$ cat config.mk
export PLATFORM = sky130hd
export DESIGN_NAME = wb_counter_slave
export DESIGN_NICKNAME = d
export VERILOG_FILES = /design/src/rtl/wb_counter_pkg.sv /design/src/rtl/updown_counter_core.sv /design/src/rtl/wb_counter_slave.sv
export SDC_FILE = /design/constraint.sdc
export NUM_CORES = 1
export LEC_CHECK = 0
export CORE_ASPECT_RATIO = 1.5
export CORE_MARGIN = 4
export CORE_UTILIZATION = 56
export DETAILED_ROUTE_END_ITERATION = 6
export PLACE_DENSITY = 0.83
export SYNTH_ARGS = -nofsm -noshare
export SYNTH_HDL_FRONTEND = slang
export SYNTH_HIERARCHICAL = 1
export SYNTH_SLANG_ARGS = --single-unit
$ cat constraint.sdc
create_clock -name clk -period 7.2 [get_ports clk]
set_input_delay 1.44 -clock clk [delete_from_list [all_inputs] [get_ports clk]]
set_output_delay 1.44 -clock clk [all_outputs]
set_load 0.02 [all_outputs]
$ cat src/rtl/wb_counter_pkg.sv
// Shared definitions for the Wishbone up/down counter peripheral:
// register offsets, CTRL/STATUS bit positions, bus FSM states and a
// byte-lane mask helper.
package wb_counter_pkg;

  localparam logic [3:0] CTRL_OFS     = 4'h0;
  localparam logic [3:0] COUNT_OFS    = 4'h4;
  localparam logic [3:0] PRESCALE_OFS = 4'h8;
  localparam logic [3:0] STATUS_OFS   = 4'hC;

  localparam int unsigned EN_BIT     = 0;
  localparam int unsigned UP_BIT     = 1;
  localparam int unsigned IRQ_EN_BIT = 2;
  localparam int unsigned CTRL_BITS  = 3;
  localparam int unsigned WRAP_BIT   = 0;

  typedef enum logic [1:0] {
    IDLE,
    RESP,
    HOLD
  } bus_state_t;

  // Expand the four byte-lane enables into a 32-bit bit mask.
  function automatic logic [31:0] sel_to_mask(input logic [3:0] sel);
    logic [31:0] m;
    m = '0;
    for (int unsigned i = 0; i < 4; i++) begin
      m[i*8 +: 8] = {8{sel[i]}};
    end
    return m;
  endfunction

endpackage

$ cat src/rtl/updown_counter_core.sv
// Prescaled up/down counter with wrap detection.
// Ports:
//   clk, rst        rising-edge clock, synchronous active-high reset
//   en, up          count enable and direction (1 = increment)
//   prescale        counter steps once every prescale+1 enabled cycles
//   load            load count from load_val under load_mask (wins over a tick)
//   load_val/mask   value and per-bit mask for the load
//   ps_clr          clear the prescaler (prescale register written)
//   count           registered counter value
//   wrap_pulse      high in the cycle whose tick wraps the counter
module updown_counter_core #(
  parameter int unsigned CNT_WIDTH = 32,
  parameter int unsigned PS_WIDTH  = 16
) (
  input  logic                 clk,
  input  logic                 rst,
  input  logic                 en,
  input  logic                 up,
  input  logic [PS_WIDTH-1:0]  prescale,
  input  logic                 load,
  input  logic [CNT_WIDTH-1:0] load_val,
  input  logic [CNT_WIDTH-1:0] load_mask,
  input  logic                 ps_clr,
  output logic [CNT_WIDTH-1:0] count,
  output logic                 wrap_pulse
);

  logic [PS_WIDTH-1:0]  r_ps_cnt;
  logic [CNT_WIDTH-1:0] r_count;
  logic                 w_tick;
  logic                 w_at_limit;

  assign w_tick     = en && (r_ps_cnt == prescale);
  assign w_at_limit = up ? (r_count == '1) : (r_count == '0);
  // A load on the tick edge discards the tick, so it cannot wrap either.
  assign wrap_pulse = w_tick && !load && w_at_limit;
  assign count      = r_count;

  always_ff @(posedge clk) begin
    if (rst) begin
      r_ps_cnt <= '0;
    end else if (!en || load || ps_clr || w_tick) begin
      r_ps_cnt <= '0;
    end else begin
      r_ps_cnt <= r_ps_cnt + PS_WIDTH'(1);
    end
  end

  always_ff @(posedge clk) begin
    if (rst) begin
      r_count <= '0;
    end else if (load) begin
      r_count <= (r_count & ~load_mask) | (load_val & load_mask);
    end else if (w_tick) begin
      r_count <= up ? (r_count + CNT_WIDTH'(1)) : (r_count - CNT_WIDTH'(1));
    end
  end

endmodule

$ cat src/rtl/wb_counter_slave.sv
// Wishbone classic single-beat slave for the up/down counter peripheral.
// Registers: 0x0 CTRL (EN, UP, IRQ_EN), 0x4 COUNT, 0x8 PRESCALE,
// 0xC STATUS (WRAP, write-1-to-clear). Addresses above 0xF get an error.
// Ports:
//   clk, rst                 rising-edge clock, synchronous active-high reset
//   wb_cyc_i, wb_stb_i       request qualifiers
//   wb_we_i, wb_sel_i        write enable, byte lanes (writes only)
//   wb_adr_i, wb_dat_i       byte address, write data
//   wb_dat_o                 registered read data, valid with wb_ack_o
//   wb_ack_o, wb_err_o       one-cycle acknowledge / error
//   count_o                  live counter value
//   irq_o                    STATUS.WRAP & CTRL.IRQ_EN
module wb_counter_slave
  import wb_counter_pkg::*;
#(
  parameter int unsigned CNT_WIDTH = 32,
  parameter int unsigned PS_WIDTH  = 16
) (
  input  logic                 clk,
  input  logic                 rst,
  input  logic                 wb_cyc_i,
  input  logic                 wb_stb_i,
  input  logic                 wb_we_i,
  input  logic [3:0]           wb_sel_i,
  input  logic [31:0]          wb_adr_i,
  input  logic [31:0]          wb_dat_i,
  output logic [31:0]          wb_dat_o,
  output logic                 wb_ack_o,
  output logic                 wb_err_o,
  output logic [CNT_WIDTH-1:0] count_o,
  output logic                 irq_o
);

  bus_state_t r_state;
  bus_state_t w_next_state;

  logic [CTRL_BITS-1:0] r_ctrl;
  logic [PS_WIDTH-1:0]  r_prescale;
  logic                 r_wrap;
  logic                 r_ack;
  logic                 r_err;
  logic [31:0]          r_dat;

  logic                 w_req;
  logic                 w_accept;
  logic                 w_addr_err;
  logic                 w_wr;
  logic                 w_rd;
  logic [3:0]           w_reg_ofs;
  logic [31:0]          w_lane_mask;
  logic                 w_wr_ctrl;
  logic                 w_wr_count;
  logic                 w_wr_ps;
  logic                 w_wr_status;
  logic                 w_w1c_wrap;
  logic [31:0]          w_rd_data;
  logic [CNT_WIDTH-1:0] w_count;
  logic                 w_wrap_pulse;
  logic                 w_unused;

  assign w_req       = wb_cyc_i && wb_stb_i;
  assign w_accept    = (r_state == IDLE) && w_req;
  assign w_addr_err  = |wb_adr_i[31:4];
  assign w_reg_ofs   = {wb_adr_i[3:2], 2'b00};
  assign w_lane_mask = sel_to_mask(wb_sel_i);
  assign w_wr        = w_accept && wb_we_i && !w_addr_err;
  assign w_rd        = w_accept && !wb_we_i && !w_addr_err;
  assign w_wr_ctrl   = w_wr && (w_reg_ofs == CTRL_OFS);
  assign w_wr_count  = w_wr && (w_reg_ofs == COUNT_OFS);
  assign w_wr_ps     = w_wr && (w_reg_ofs == PRESCALE_OFS);
  assign w_wr_status = w_wr && (w_reg_ofs == STATUS_OFS);
  assign w_w1c_wrap  = w_wr_status && wb_dat_i[WRAP_BIT] && w_lane_mask[WRAP_BIT];

  assign w_unused = &{1'b0, wb_adr_i[1:0], wb_dat_i, w_lane_mask};

  always_comb begin
    w_next_state = r_state;
    case (r_state)
      IDLE:    if (w_req) w_next_state = RESP;
      RESP:    w_next_state = HOLD;
      HOLD:    if (!w_req) w_next_state = IDLE;
      default: w_next_state = IDLE;
    endcase
  end

  always_ff @(posedge clk) begin
    if (rst) begin
      r_state <= IDLE;
    end else begin
      r_state <= w_next_state;
    end
  end

  always_comb begin
    w_rd_data = '0;
    case (w_reg_ofs)
      CTRL_OFS:     w_rd_data[CTRL_BITS-1:0] = r_ctrl;
      COUNT_OFS:    w_rd_data[CNT_WIDTH-1:0] = w_count;
      PRESCALE_OFS: w_rd_data[PS_WIDTH-1:0]  = r_prescale;
      STATUS_OFS:   w_rd_data[WRAP_BIT]      = r_wrap;
      default:      w_rd_data = '0;
    endcase
  end

  // Response, read data and writes all commit on the edge that accepts
  // the request, so ack/err are high exactly while the FSM sits in RESP.
  always_ff @(posedge clk) begin
    if (rst) begin
      r_ctrl     <= '0;
      r_prescale <= '0;
      r_wrap     <= 1'b0;
      r_ack      <= 1'b0;
      r_err      <= 1'b0;
      r_dat      <= '0;
    end else begin
      r_ack <= w_accept && !w_addr_err;
      r_err <= w_accept && w_addr_err;
      r_dat <= w_rd ? w_rd_data : '0;
      if (w_wr_ctrl) begin
        r_ctrl <= (r_ctrl & ~w_lane_mask[CTRL_BITS-1:0])
                | (wb_dat_i[CTRL_BITS-1:0] & w_lane_mask[CTRL_BITS-1:0]);
      end
      if (w_wr_ps) begin
        r_prescale <= (r_prescale & ~w_lane_mask[PS_WIDTH-1:0])
                    | (wb_dat_i[PS_WIDTH-1:0] & w_lane_mask[PS_WIDTH-1:0]);
      end
      // A wrap on the same edge as a clear must leave WRAP set.
      if (w_wrap_pulse) begin
        r_wrap <= 1'b1;
      end else if (w_w1c_wrap) begin
        r_wrap <= 1'b0;
      end
    end
  end

  updown_counter_core #(
    .CNT_WIDTH(CNT_WIDTH),
    .PS_WIDTH (PS_WIDTH)
  ) u_core (
    .clk       (clk),
    .rst       (rst),
    .en        (r_ctrl[EN_BIT]),
    .up        (r_ctrl[UP_BIT]),
    .prescale  (r_prescale),
    .load      (w_wr_count),
    .load_val  (wb_dat_i[CNT_WIDTH-1:0]),
    .load_mask (w_lane_mask[CNT_WIDTH-1:0]),
    .ps_clr    (w_wr_ps),
    .count     (w_count),
    .wrap_pulse(w_wrap_pulse)
  );

  assign wb_dat_o = r_dat;
  assign wb_ack_o = r_ack;
  assign wb_err_o = r_err;
  assign count_o  = w_count;
  assign irq_o    = r_wrap && r_ctrl[IRQ_EN_BIT];

endmodule
# Yosys cells after proc, flatten, opt, wreduce, memory -nomap -nowiden
# Cells that the tools add are included.
dict set report word_totals {
  out_inout_bits 67
  elab_cells 83
  input_bits 73
  reg_bits 104
}
dict set report classes {
  n_reduce_logical 35
  bitwise_logic 14
  muxes 12
  eq_ne 9
  add_sub_neg 3
}
# operator n
set op_table {}
lappend op_table {{$mux W32} 3}
lappend op_table {{$and A32 B32 Y32} 2}
lappend op_table {{$add A32 B1 Y32 const B} 1}
lappend op_table {{$and A16 B16 Y16} 2}
lappend op_table {{$eq A32 B32 Y1 const B} 1}
lappend op_table {{$logic_not A32 Y1} 1}
lappend op_table {{$not A32 Y32} 1}
lappend op_table {{$or A32 B32 Y32} 1}
lappend op_table {{$sub A32 B1 Y32 const B} 1}
lappend op_table {{$reduce_or A28 Y1} 1}
lappend op_table {{$pmux W13 S2} 1}
lappend op_table {{$logic_and A1 B1 Y1} 18}
lappend op_table {{$add A16 B1 Y16 const B} 1}
lappend op_table {{$eq A16 B16 Y1} 1}
lappend op_table {{$not A16 Y16} 1}
lappend op_table {{$or A16 B16 Y16} 1}
lappend op_table {{$pmux W2 S3} 2}
lappend op_table {{$and A3 B3 Y3} 2}
lappend op_table {{$eq A2 B2 Y1 const B} 3}
lappend op_table {{$eq A2 B1 Y1 const B} 2}
lappend op_table {{$logic_not A1 Y1} 4}
lappend op_table {{$logic_not A4 Y1} 1}
lappend op_table {{$mux W2} 2}
lappend op_table {{$ne A2 B2 Y1 const B} 2}
lappend op_table {{11 further kinds} 18}

# Logic depth before layout (Yosys ltp)
# Gate-level depths: netlist of the first run.
dict set report logic_depth {
  word_depth 9
  ltp_mapped 13
}

# Cells and area by module
# Netlist of the first run, hierarchy kept.
# mod cells_per_inst area_each_um2 seq_area_each_um2 n_inst
set modules_own_cells {}
lappend modules_own_cells {updown_counter_core 568 4279.1 960.9 1}
lappend modules_own_cells {wb_counter_slave 215 2257.2 1121.1 1}

# Worst setup path after synthesis of the first run
# Ideal clock, no wire load.
dict set report synth_path {
  path_kind {input to register}
  from {input port wb_adr_i[14]}
  to {register (tool-made name)}
  path_stages 11
  setup_ns 0.120
  setup_slack_ns 3.370
  required_time_ns 7.080
  path_buffers 4
  arrival_time_ns 3.709
  path_cell_list {nor4_2 > nand4_4 > or2_1 > clkbuf_1 > nor3_1 > clkbuf_1 > buf_1 > clkbuf_1 > a21oi_1 > o21ai_0 > a21oi_1}
}
# element line
set synth_lines {}
lappend synth_lines {{start: declaration} wb_counter_slave.sv:25} ;# input logic [31:0] wb_adr_i,

# Worst setup path in the final report of the first run
dict set report layout_path {
  from {input port wb_adr_i[19]}
  to {register r_wrap}
}
dict set report layout_between {
  elab_chain_len 8
  elab_cells_between_ends 12
}
# element line
set layout_lines {}
lappend layout_lines {{$reduce_or A28 Y1 *} wb_counter_slave.sv:63} ;# assign w_addr_err = |wb_adr_i[31:4];
lappend layout_lines {{$logic_not A1 Y1 *} wb_counter_slave.sv:66} ;# assign w_wr = w_accept && wb_we_i && !w_addr_err;
lappend layout_lines {{$logic_and A1 B1 Y1 *} wb_counter_slave.sv:66}
lappend layout_lines {{$logic_and A1 B1 Y1 *} wb_counter_slave.sv:69} ;# assign w_wr_count = w_wr && (w_reg_ofs == COUNT_OFS);
lappend layout_lines {{named net w_wr_count} wb_counter_slave.sv:52} ;# logic w_wr_count;
lappend layout_lines {{$logic_not A1 Y1 *} updown_counter_core.sv:36} ;# assign wrap_pulse = w_tick && !load && w_at_limit;
lappend layout_lines {{$logic_and A1 B1 Y1 * (2 in series)} updown_counter_core.sv:36}
lappend layout_lines {{named net w_wrap_pulse} wb_counter_slave.sv:58} ;# logic w_wrap_pulse;
lappend layout_lines {{$mux W1 / $reduce_bool A2 Y1 (equally long branches)} -}
lappend layout_lines {{end signal: assignment} wb_counter_slave.sv:111} ;# r_wrap <= 1'b0;
lappend layout_lines {{end signal: assignment} wb_counter_slave.sv:129} ;# r_wrap <= 1'b1;
lappend layout_lines {{end signal: assignment} wb_counter_slave.sv:131} ;# r_wrap <= 1'b0;
lappend layout_lines {{end: declaration} wb_counter_slave.sv:39} ;# logic r_wrap;
# The timed path passes the listed nets; every way through them passes the cells marked *.
# A chain may end at the register's enable or synchronous reset.

==> results_dict.tcl, run 1 <==
set metrics [dict create \
    ctsHoldBuffers 0 \
    swShare_pct 23.7 \
    grt_pass1_vias 6498 \
    postRouteWirelength_um 19000 \
    finalNonFillerCells 1057 \
    vias 6370 \
    place_congestion 0.929 \
    cts-buffers-inserted 9 \
    first_iter_violations 386 \
    yosysSeqAreaShare_pct 31.9 \
    synth-edff-count 0 \
    io_buffer_count 137 \
    synth.area.top_cells "dfxtp_1, ha_1, a21oi_1" \
    p_per_area_nw_per_um2 143 \
    htreeDepth 3 \
    worstMarginPinSlew_ns 1.12 \
    antenna_found_initial 0 \
    synth_cell_types 67 \
    finalNetCount 1011 \
    rsz0062_at_grt "no" \
    avgSynthCellArea_um2 8.35 \
    ys_warn_count 6 \
    top_layer "met4" \
    power_mw 1.18 \
    cts_root_buf "clkbuf_16" \
    maxCapViolations 0 \
    wirelength_met1_um 7000 \
    worstSetupPathType "in2reg" \
    synthFlopType "dfxtp_1" \
    hold_violations 0 \
    setup_tns_ns 0 \
    fillers 880 \
    net-switching-power_mw 0.280 \
    synth_top_area_share_pct 31.9 \
    async_flop_share_pct 0 \
    mappedNetlistArea_um2 6540 \
    cts_setup_buffers 0 \
    grt_pass1_wl_um 30700 \
    ys_top_cells_by_count "dfxtp_1, a21oi_1, nor2_1" \
    fin_crit_ns 4.70 \
    ant_nets 0 \
    insertion_delay_ns 0.35 \
    critPathArrivalTime_ns 4.91 \
    cts_num_sinks 104 \
    worstSetupStartpointType "primary input" \
    synth_nets 892 \
    via_per_inst 6.03 \
    cp-end-kind "register" \
    clkPwrFrac_pct 44.5 \
    clk_pin_slew_ns 0.07 \
    met2_length_um 10100 \
    min_period_over_period_pct 65.3 \
    rows 48 \
    grt_usage_pct 28.7 \
    syn_inst 783 \
    drt-pass1-iter-count 7 \
    maxSlewHeadroom_pct 25.2 \
    setup_viol 0 \
    design.core.area_um2 11500 \
    grt_max_degree 72 \
    drive_above_1_share_pct 6.73 \
    cts.path.max_buffers 2 \
    cts_tree "done" \
    slew_viol_final 0 \
    post-synth-top-count-cell "dfxtp_1" \
    fmax_mhz 213 \
    hp-class "reg2reg" \
    cts_resized 0 \
    ys_ff_latch 104 \
    dpl_worst_slack_ns 2.20 \
    required_ns 7.41 \
    setup_slack_ns 2.50 \
    grt_overflow_total 0 \
    synth_area_leader_cell "dfxtp_1" \
    power_frac_seq_pct 48.7 \
    vdd.ir_drop.worst_mv 0.104 \
    num_antenna_cells 0 \
    dieArea_um2 13500 \
    placed_cells 1041 \
    clock_skew_ns 0.0108 \
    dieHeight_um 140 \
    area_delta_synth_final_pct 26.7 \
    cp_max_fo 62 \
    wl_met3_um 1070 \
    hold_slack_ns 0.499 \
    internal_power_mw 0.902 \
    remaining_drc_errors 1 \
    start_util_pct 57.0 \
    ios 140 \
    p_leak_nw 3.38 \
    pwr-share-comb_pct 6.8 \
    wl_per_cell_um 18.0 \
    status "finished with violations" \
    post-dp-hpwl_um 13900 \
    violations "DRC" \
    fp.dieW_um 96.2 \
]
cell families after synthesis:
group,synth area share [%]
AO/OA/AOI/OAI,21.2
flip-flops,31.9
AND/OR/NAND/NOR,23.2
adder cells (fa/ha/maj),7.01
buffers and inverters,5.72
XOR/XNOR,7.10
multiplexers,3.98
layout by cell type, fill, tap and decap left out, types with 14 or more instances in the layout:
cell             Yosys  final
clkdlybuf4s50_1      0    136
dfxtp_1            104    104
a21oi_1             71     71
nor2_1              59     59
inv_1               53     53
nand2b_1            45     45
nand2_1             39     39
ha_1                35     35
o21ai_0             32     32
xnor2_1             29     29
mux2i_1             26     26
xor2_1              24     24
a31oi_1             21     21
and2_1              20     20
nor4_1              16     16
a21o_1              16     16
nand3_1             14     14
power groups by stage:
| stage | sequential [mW] | clock [mW] | combinational (mW) |
|---|---|---|---|
| 3_3_place_gp | 0.589 | 0 | 0.0776 |
| 6_report | 0.575 | 0.526 | 0.0802 |
| 3_5_place_dp | 0.589 | 0 | 0.0793 |
| 2_1_floorplan | 0.589 | 0 | 0.0255 |
| 5_1_grt | 0.576 | 0.558 | 0.0858 |
| 4_1_cts | 0.575 | 0.534 | 0.0800 |
critical path, stage by stage:
cell             delay, ns
clkdlybuf4s50_1       0.40
nor4_1                0.34
nand3_2               0.28
or2_1                 0.40
nor3_2                0.18
buf_4                 0.56
nand2b_1              0.57
nor2_1                0.16
nand4b_1              0.22
nor4_1                0.23
nor3_1                0.09
cell type report:
type | count | area [µm²] | area share, %
multi-input combinational | 591 | 4090 | 49.3
sequential | 104 | 2080 | 25.1
timing repair buffer | 142 | 1400 | 17.0
clock buffer | 9 | 225 | 2.72
inverter | 54 | 203 | 2.45
tap | 150 | 188 | 2.27
clock inverter | 7 | 95.1 | 1.15
per-stage QoR:
stage               area [µm²]  utilization, %
floorplan                 6540               -
global placement          7960            69.4
detailed placement        7960            69.4
CTS                       8280            72.2
global route              8280            72.2
finish                    8280            72.2
per-layer routing:
layer,track usage [%],up-vias
met3,3.82,65
met4,15.7,0
met5,0,-
met1,31.3,3029
li1,-,3012
met2,51.6,264
worst paths after layout:
path	endpoint	cells past startpoint	from	slack (ns)
worst max register to register	register	12	register	3.39
worst max-delay path	r_wrap$_SDFFE_PP0P_	11	wb_adr_i[19]	2.50
worst min register to register	r_state[1]$_SDFFE_PP0P_	2	r_state[0]$_SDFFE_PP0P_	0.50
worst min-delay path	r_state[1]$_SDFFE_PP0P_	2	r_state[0]$_SDFFE_PP0P_	0.50
(Power assumes the default switching activity.)
==> inputs of run 2 (changes only) <==
--- a/config.mk
+++ b/config.mk
@@ -7,9 +7,9 @@
 export LEC_CHECK = 0
 export CORE_ASPECT_RATIO = 1.5
 export CORE_MARGIN = 4
-export CORE_UTILIZATION = 56
+export CORE_UTILIZATION = 52
 export DETAILED_ROUTE_END_ITERATION = 6
-export PLACE_DENSITY = 0.83
+export PLACE_DENSITY = 0.77
 export SYNTH_ARGS = -nofsm -noshare
 export SYNTH_HDL_FRONTEND = slang
 export SYNTH_HIERARCHICAL = 1
==> constraint.sdc (replaced) <==
create_clock -name clk -period 4.7 [get_ports clk]
set_input_delay 0.94 -clock clk [delete_from_list [all_inputs] [get_ports clk]]
set_output_delay 0.94 -clock clk [all_outputs]
set_load 0.02 [all_outputs]
==> results_dict.tcl, run 2 (synthesis results as in run 1) <==
set metrics [dict create \
    start_util_pct 53.8 \
    place_congestion 0.918 \
    design.core.area_um2 12100 \
    num_antenna_cells 0 \
    first_iter_violations 338 \
    pwr-share-comb_pct 6.9 \
    via_per_inst 5.89 \
    dpl-instance-area_um2 8010 \
    cp_max_fo 7 \
    grt_usage_pct 25.6 \
    wl_per_cell_um 17.8 \
    min_period_over_period_pct 79.9 \
    cp_top_family "simple AND/OR/NAND/NOR gates" \
    internal_power_mw 1.34 \
    ant_nets 0 \
    grt_max_degree 42 \
    grt_overflow_total 0 \
    required_ns 4.92 \
    cts.path.max_buffers 2 \
    clock_skew_ns 0.00899 \
    cp-end-kind "register" \
    finalInstanceArea_um2 8310 \
    maxSlewHeadroom_pct 27.1 \
    final_cell_mix "clkdlybuf4s50_1, dfxtp_1, a21oi_1" \
    post-dp-hpwl_um 14400 \
    grt_pass1_wl_um 29900 \
    hp-class "reg2reg" \
    antenna_found_initial 0 \
    setup_tns_ns 0 \
    net-switching-power_mw 0.430 \
    setup_viol 0 \
    mostFrequentLayoutCell "clkdlybuf4s50_1" \
    drive_above_1_share_pct 7.34 \
    critPathArrivalTime_ns 3.97 \
    cts-buffers-inserted 9 \
    worstSetupPathType "in2reg" \
    fillers 1014 \
    status "finished clean" \
    rsz0062_at_grt "no" \
    power_frac_seq_pct 49.8 \
    cts_tree "done" \
    dieHeight_um 145 \
    ctsHoldBuffers 0 \
    clkPwrFrac_pct 43.3 \
    swShare_pct 24.3 \
    cts_setup_buffers 0 \
    power_mw 1.77 \
    insertion_delay_ns 0.35 \
    area_delta_synth_final_pct 27.2 \
    slew_viol_final 0 \
    vias 6278 \
    htreeDepth 3 \
    vdd.ir_drop.worst_mv 0.155 \
    ios 140 \
    io_buffer_count 137 \
    rows 49 \
    dieArea_um2 14500 \
    drt-pass1-iter-count 7 \
    remaining_drc_errors 0 \
    postRouteWirelength_um 19000 \
    p_per_area_nw_per_um2 213 \
    crit_path_top_delay_cell "nor3_2" \
    worstSetupStartpointType "primary input" \
    cts_resized 0 \
    fmax_mhz 266 \
    grt_pass1_vias 5979 \
    fp.dieW_um 99.5 \
    crit_chain "clkdlybuf4s50_1 -> nor4_2 -> nand4_4 -> or2_1 -> nor3_2 -> buf_4 -> nand2b_1 -> nor2_1 -> nand4b_1 -> nor4_1 -> nor3_1" \
    path_buf_inv 2 \
    p_leak_nw 3.40 \
    fin_crit_ns 3.75 \
    cts_num_sinks 104 \
    clk_pin_slew_ns 0.08 \
    hold_violations 0 \
    maxCapViolations 0 \
    critPathMaxStageDelay_ns 0.44 \
    worstMarginPinSlew_ns 1.09 \
    finalNetCount 1017 \
    cts_root_buf "clkbuf_16" \
]
run 2: cell types whose count changed in the layout (fill, tap and decap cells not counted), sizes merged:
cell	delta
clkbuf	+1
inv	-2
buf	+6
clkinv	+1
bufinv	-1
clkinvlp	+1
run 2: final cells by class:
type	count	area (µm²)	share of cell area [%]
well taps	153	191	2.30
inverters	54	203	2.44
multi-input cells	591	4090	49.1
repair buffers	148	1450	17.4
clock inverters	6	63.8	0.768
flip-flops and latches	104	2080	25.0
clock buffers	10	239	2.87
run 2: per-layer routing:
layer / vias to the layer above / track usage, % / wire length (µm)
li1: 3037 / - / -
met1: 2950 / 28.1 / 7280
met2: 249 / 48.1 / 10100
met3: 42 / 3.22 / 1020
met4: 0 / 10.5 / 572
met5: - / 0 / 0
run 2: path summary, 6_finish.rpt:
check,startpoint,end,slack [ns],depth (start not counted)
min reg2reg,register,register,0.49,2
max reg2reg,register,register,1.31,12
max,wb_adr_i[14],r_wrap$_SDFFE_PP0P_,0.95,11
min,register,register,0.49,2
run 2: per-stage QoR:
| step | cells | utilization, % | setup WS, ns | hold WS [ns] |
|---|---|---|---|---|
| 6_report | 1066 | 68.5 | 0.946 | 0.494 |
| 5_1_grt | 1066 | 68.5 | 0.718 | 0.514 |
| 4_1_cts | 1066 | 68.5 | 0.994 | 0.496 |
| 3_5_place_dp | 1050 | 66.0 | 0.635 | 0.484 |
| 3_3_place_gp | 1050 | 66.0 | 0.700 | 0.462 |
| 2_1_floorplan | 783 | - | 1.37 | 0.451 |
run 2: power groups by stage:
stage / clock [mW] / combinational, mW / sequential, mW
after global placement: 0 / 0.119 / 0.902
after CTS: 0.776 / 0.122 / 0.881
after detailed placement: 0 / 0.121 / 0.902
after global routing: 0.808 / 0.131 / 0.882
after floorplan: 0 / 0.0391 / 0.903
final: 0.766 / 0.123 / 0.882
run 2: worst min-delay path, stage by stage, from the launching register on:
cell	delay [ns]
dfxtp_1	0.33
nand2b_1	0.07
mux2i_1	0.05
==> inputs of run 3 (changes only) <==
--- a/config.mk
+++ b/config.mk
@@ -7,9 +7,9 @@
 export LEC_CHECK = 0
 export CORE_ASPECT_RATIO = 1.5
 export CORE_MARGIN = 4
-export CORE_UTILIZATION = 52
+export CORE_UTILIZATION = 47
 export DETAILED_ROUTE_END_ITERATION = 6
-export PLACE_DENSITY = 0.77
+export PLACE_DENSITY = 0.74
 export SYNTH_ARGS = -nofsm -noshare
 export SYNTH_HDL_FRONTEND = slang
 export SYNTH_HIERARCHICAL = 1
==> constraint.sdc (replaced) <==
create_clock -name clk -period 3 [get_ports clk]
set_input_delay 0.6 -clock clk [delete_from_list [all_inputs] [get_ports clk]]
set_output_delay 0.6 -clock clk [all_outputs]
set_load 0.02 [all_outputs]
==> results_dict.tcl, run 3 (synthesis results as in run 1) <==
set metrics [dict create \
    required_ns 3.23 \
    p_per_area_nw_per_um2 315 \
    ant_nets 0 \
    setup_viol 0 \
    hold_end "r_state[1]$_SDFFE_PP0P_" \
    ff_latch_area_um2 2090 \
    worstSetupStartpointType "register" \
    final_cell_mix "clkdlybuf4s50_1, dfxtp_1, a21oi_1" \
    ctsHoldBuffers 0 \
    dieHeight_um 152 \
    grt_max_degree 71 \
    hp-class "reg2reg" \
    min_from "r_state[0]$_SDFFE_PP0P_" \
    fp.dieW_um 104 \
    htreeDepth 3 \
    cts-buffers-inserted 9 \
    dpl_worst_slack_ns -0.0137 \
    cts_tree "done" \
    critPathArrivalTime_ns 3.17 \
    cts.path.max_buffers 2 \
    antenna_found_initial 0 \
    mostFrequentLayoutCell "clkdlybuf4s50_1" \
    cp-end-kind "register" \
    cts_num_sinks 104 \
    p_leak_nw 3.62 \
    placed_cells 1092 \
    cpMostUsedCell "a21o_1" \
    clk_pin_slew_ns 0.07 \
    rrSetupSlack_ns 0.06 \
    ios 140 \
    via_per_inst 5.74 \
    status "finished clean" \
    remaining_drc_errors 0 \
    area_delta_synth_final_pct 34.5 \
    worstSetupPathType "reg2reg" \
    final_util_pct 64.7 \
    wl_per_cell_um 17.6 \
    grt_usage_pct 23.6 \
    io_buffer_count 137 \
    drt-pass1-iter-count 5 \
    place_congestion 0.934 \
    min_period_over_period_pct 98.0 \
    critPathMaxStageDelay_ns 0.37 \
    rows 52 \
    r2r_cells 13 \
    post-dp-hpwl_um 14600 \
    cp_max_fo 10 \
    maxCapViolations 0 \
    setup_tns_ns 0 \
    grt_pass1_wl_um 30900 \
    grt_overflow_total 0 \
    fillers 1160 \
    grt_pass1_vias 6213 \
    dpl-instance-area_um2 8380 \
    first_iter_violations 332 \
    fin_crit_ns 2.94 \
    maxSlewHeadroom_pct 53.7 \
    vdd.ir_drop.worst_mv 0.263 \
    worstMarginPinSlew_ns 0.694 \
    slew_viol_final 0 \
    clock_skew_ns 0.00993 \
    finalNonFillerCells 1114 \
    start_util_pct 48.1 \
    design.core.area_um2 13600 \
    hold-path-cell-count 2 \
    drive_above_1_share_pct 12.7 \
    postRouteWirelength_um 19600 \
    cts_root_buf "clkbuf_16" \
    dieArea_um2 15900 \
    insertion_delay_ns 0.35 \
    setup_slack_ns 0.0607 \
    crit_chain "clkinvlp_4 -> buf_12 -> ha_4 -> a21o_1 -> a21o_1 -> a21o_1 -> a21o_1 -> a21oi_4 -> a21oi_4 -> buf_4 -> a311o_1 -> xnor2_1 -> a21oi_1" \
    vias 6394 \
    multi_input_area_um2 4220 \
    fmax_mhz 340 \
    finalInstanceArea_um2 8790 \
    finalNetCount 1056 \
    crit_path_top_delay_cell "dfxtp_4" \
    num_antenna_cells 0 \
    hold_violations 0 \
]
==> run 3: cell count changes in the layout (fill, tap and decap cells not counted), moves of 2 or more <==
cell,previous run,this run
ha_1,35,27
clkinv_4,2,0
buf_4,11,46
a21oi_4,1,3
buf_12,0,3
ha_4,0,7
clkinvlp_4,1,3
==> run 3: area by class of cell <==
class / instances / share of cell area [%]
clock buffers: 10 / 2.72
clock inverters: 6 / 0.655
inverters: 54 / 2.35
multi-input cells: 591 / 48.0
flip-flops and latches: 104 / 23.7
well taps: 162 / 2.31
repair buffers: 187 / 20.3
==> run 3: worst max-delay path, delay by kind of cell, from the launching register on <==
kind	cells	cell delay, ns
AOI/OAI and AO/OA	8	1.53
buffers and inverters	3	0.53
DFF	1	0.37
adders and majority gates	1	0.26
xor gates and xnor gates	1	0.14
==> run 3: worst max-delay path by stage <==
stage | endpoint
after floorplan | register
final | register
after global routing | register
after CTS | register
after global placement | register
after detailed placement | register
==> run 3: where the power goes <==
group | total (mW) | switching, mW | leakage [nW] | internal [mW]
logic | 0.200 | 0.0858 | 2.64 | 0.114
clock network | 1.19 | 0.584 | 0.141 | 0.608
registers | 1.38 | 0.000654 | 0.838 | 1.38
total | 2.77 | 0.671 | 3.62 | 2.10
==> run 3: timing repair <==
item / CTS / global route
pin swaps: 0 / 11
hold endpoints to repair: 0 / 0
resized for setup: 0 / 12
setup endpoints to repair: 1 / 6
buffers inserted: 3 / 3
==> run 3: layer usage <==
| layer | wire (µm) | track usage (%) | vias up | share of wire [%] |
|---|---|---|---|---|
| met1 | 7630 | 26.4 | 3012 | 39 |
| met2 | 10400 | 44.4 | 236 | 53 |
| met5 | 0 | 0 | - | 0 |
| met4 | 611 | 9.32 | 0 | 3.1 |
| met3 | 968 | 3.31 | 43 | 4.9 |
| li1 | - | - | 3103 | - |
==> run 3: through the flow <==
step | power, mW | hold WS, ns
3_5_place_dp | 1.61 | 0.469
2_1_floorplan | 1.48 | 0.451
5_1_grt | 2.86 | 0.514
6_report | 2.77 | 0.485
3_3_place_gp | 1.61 | 0.465
4_1_cts | 2.79 | 0.485
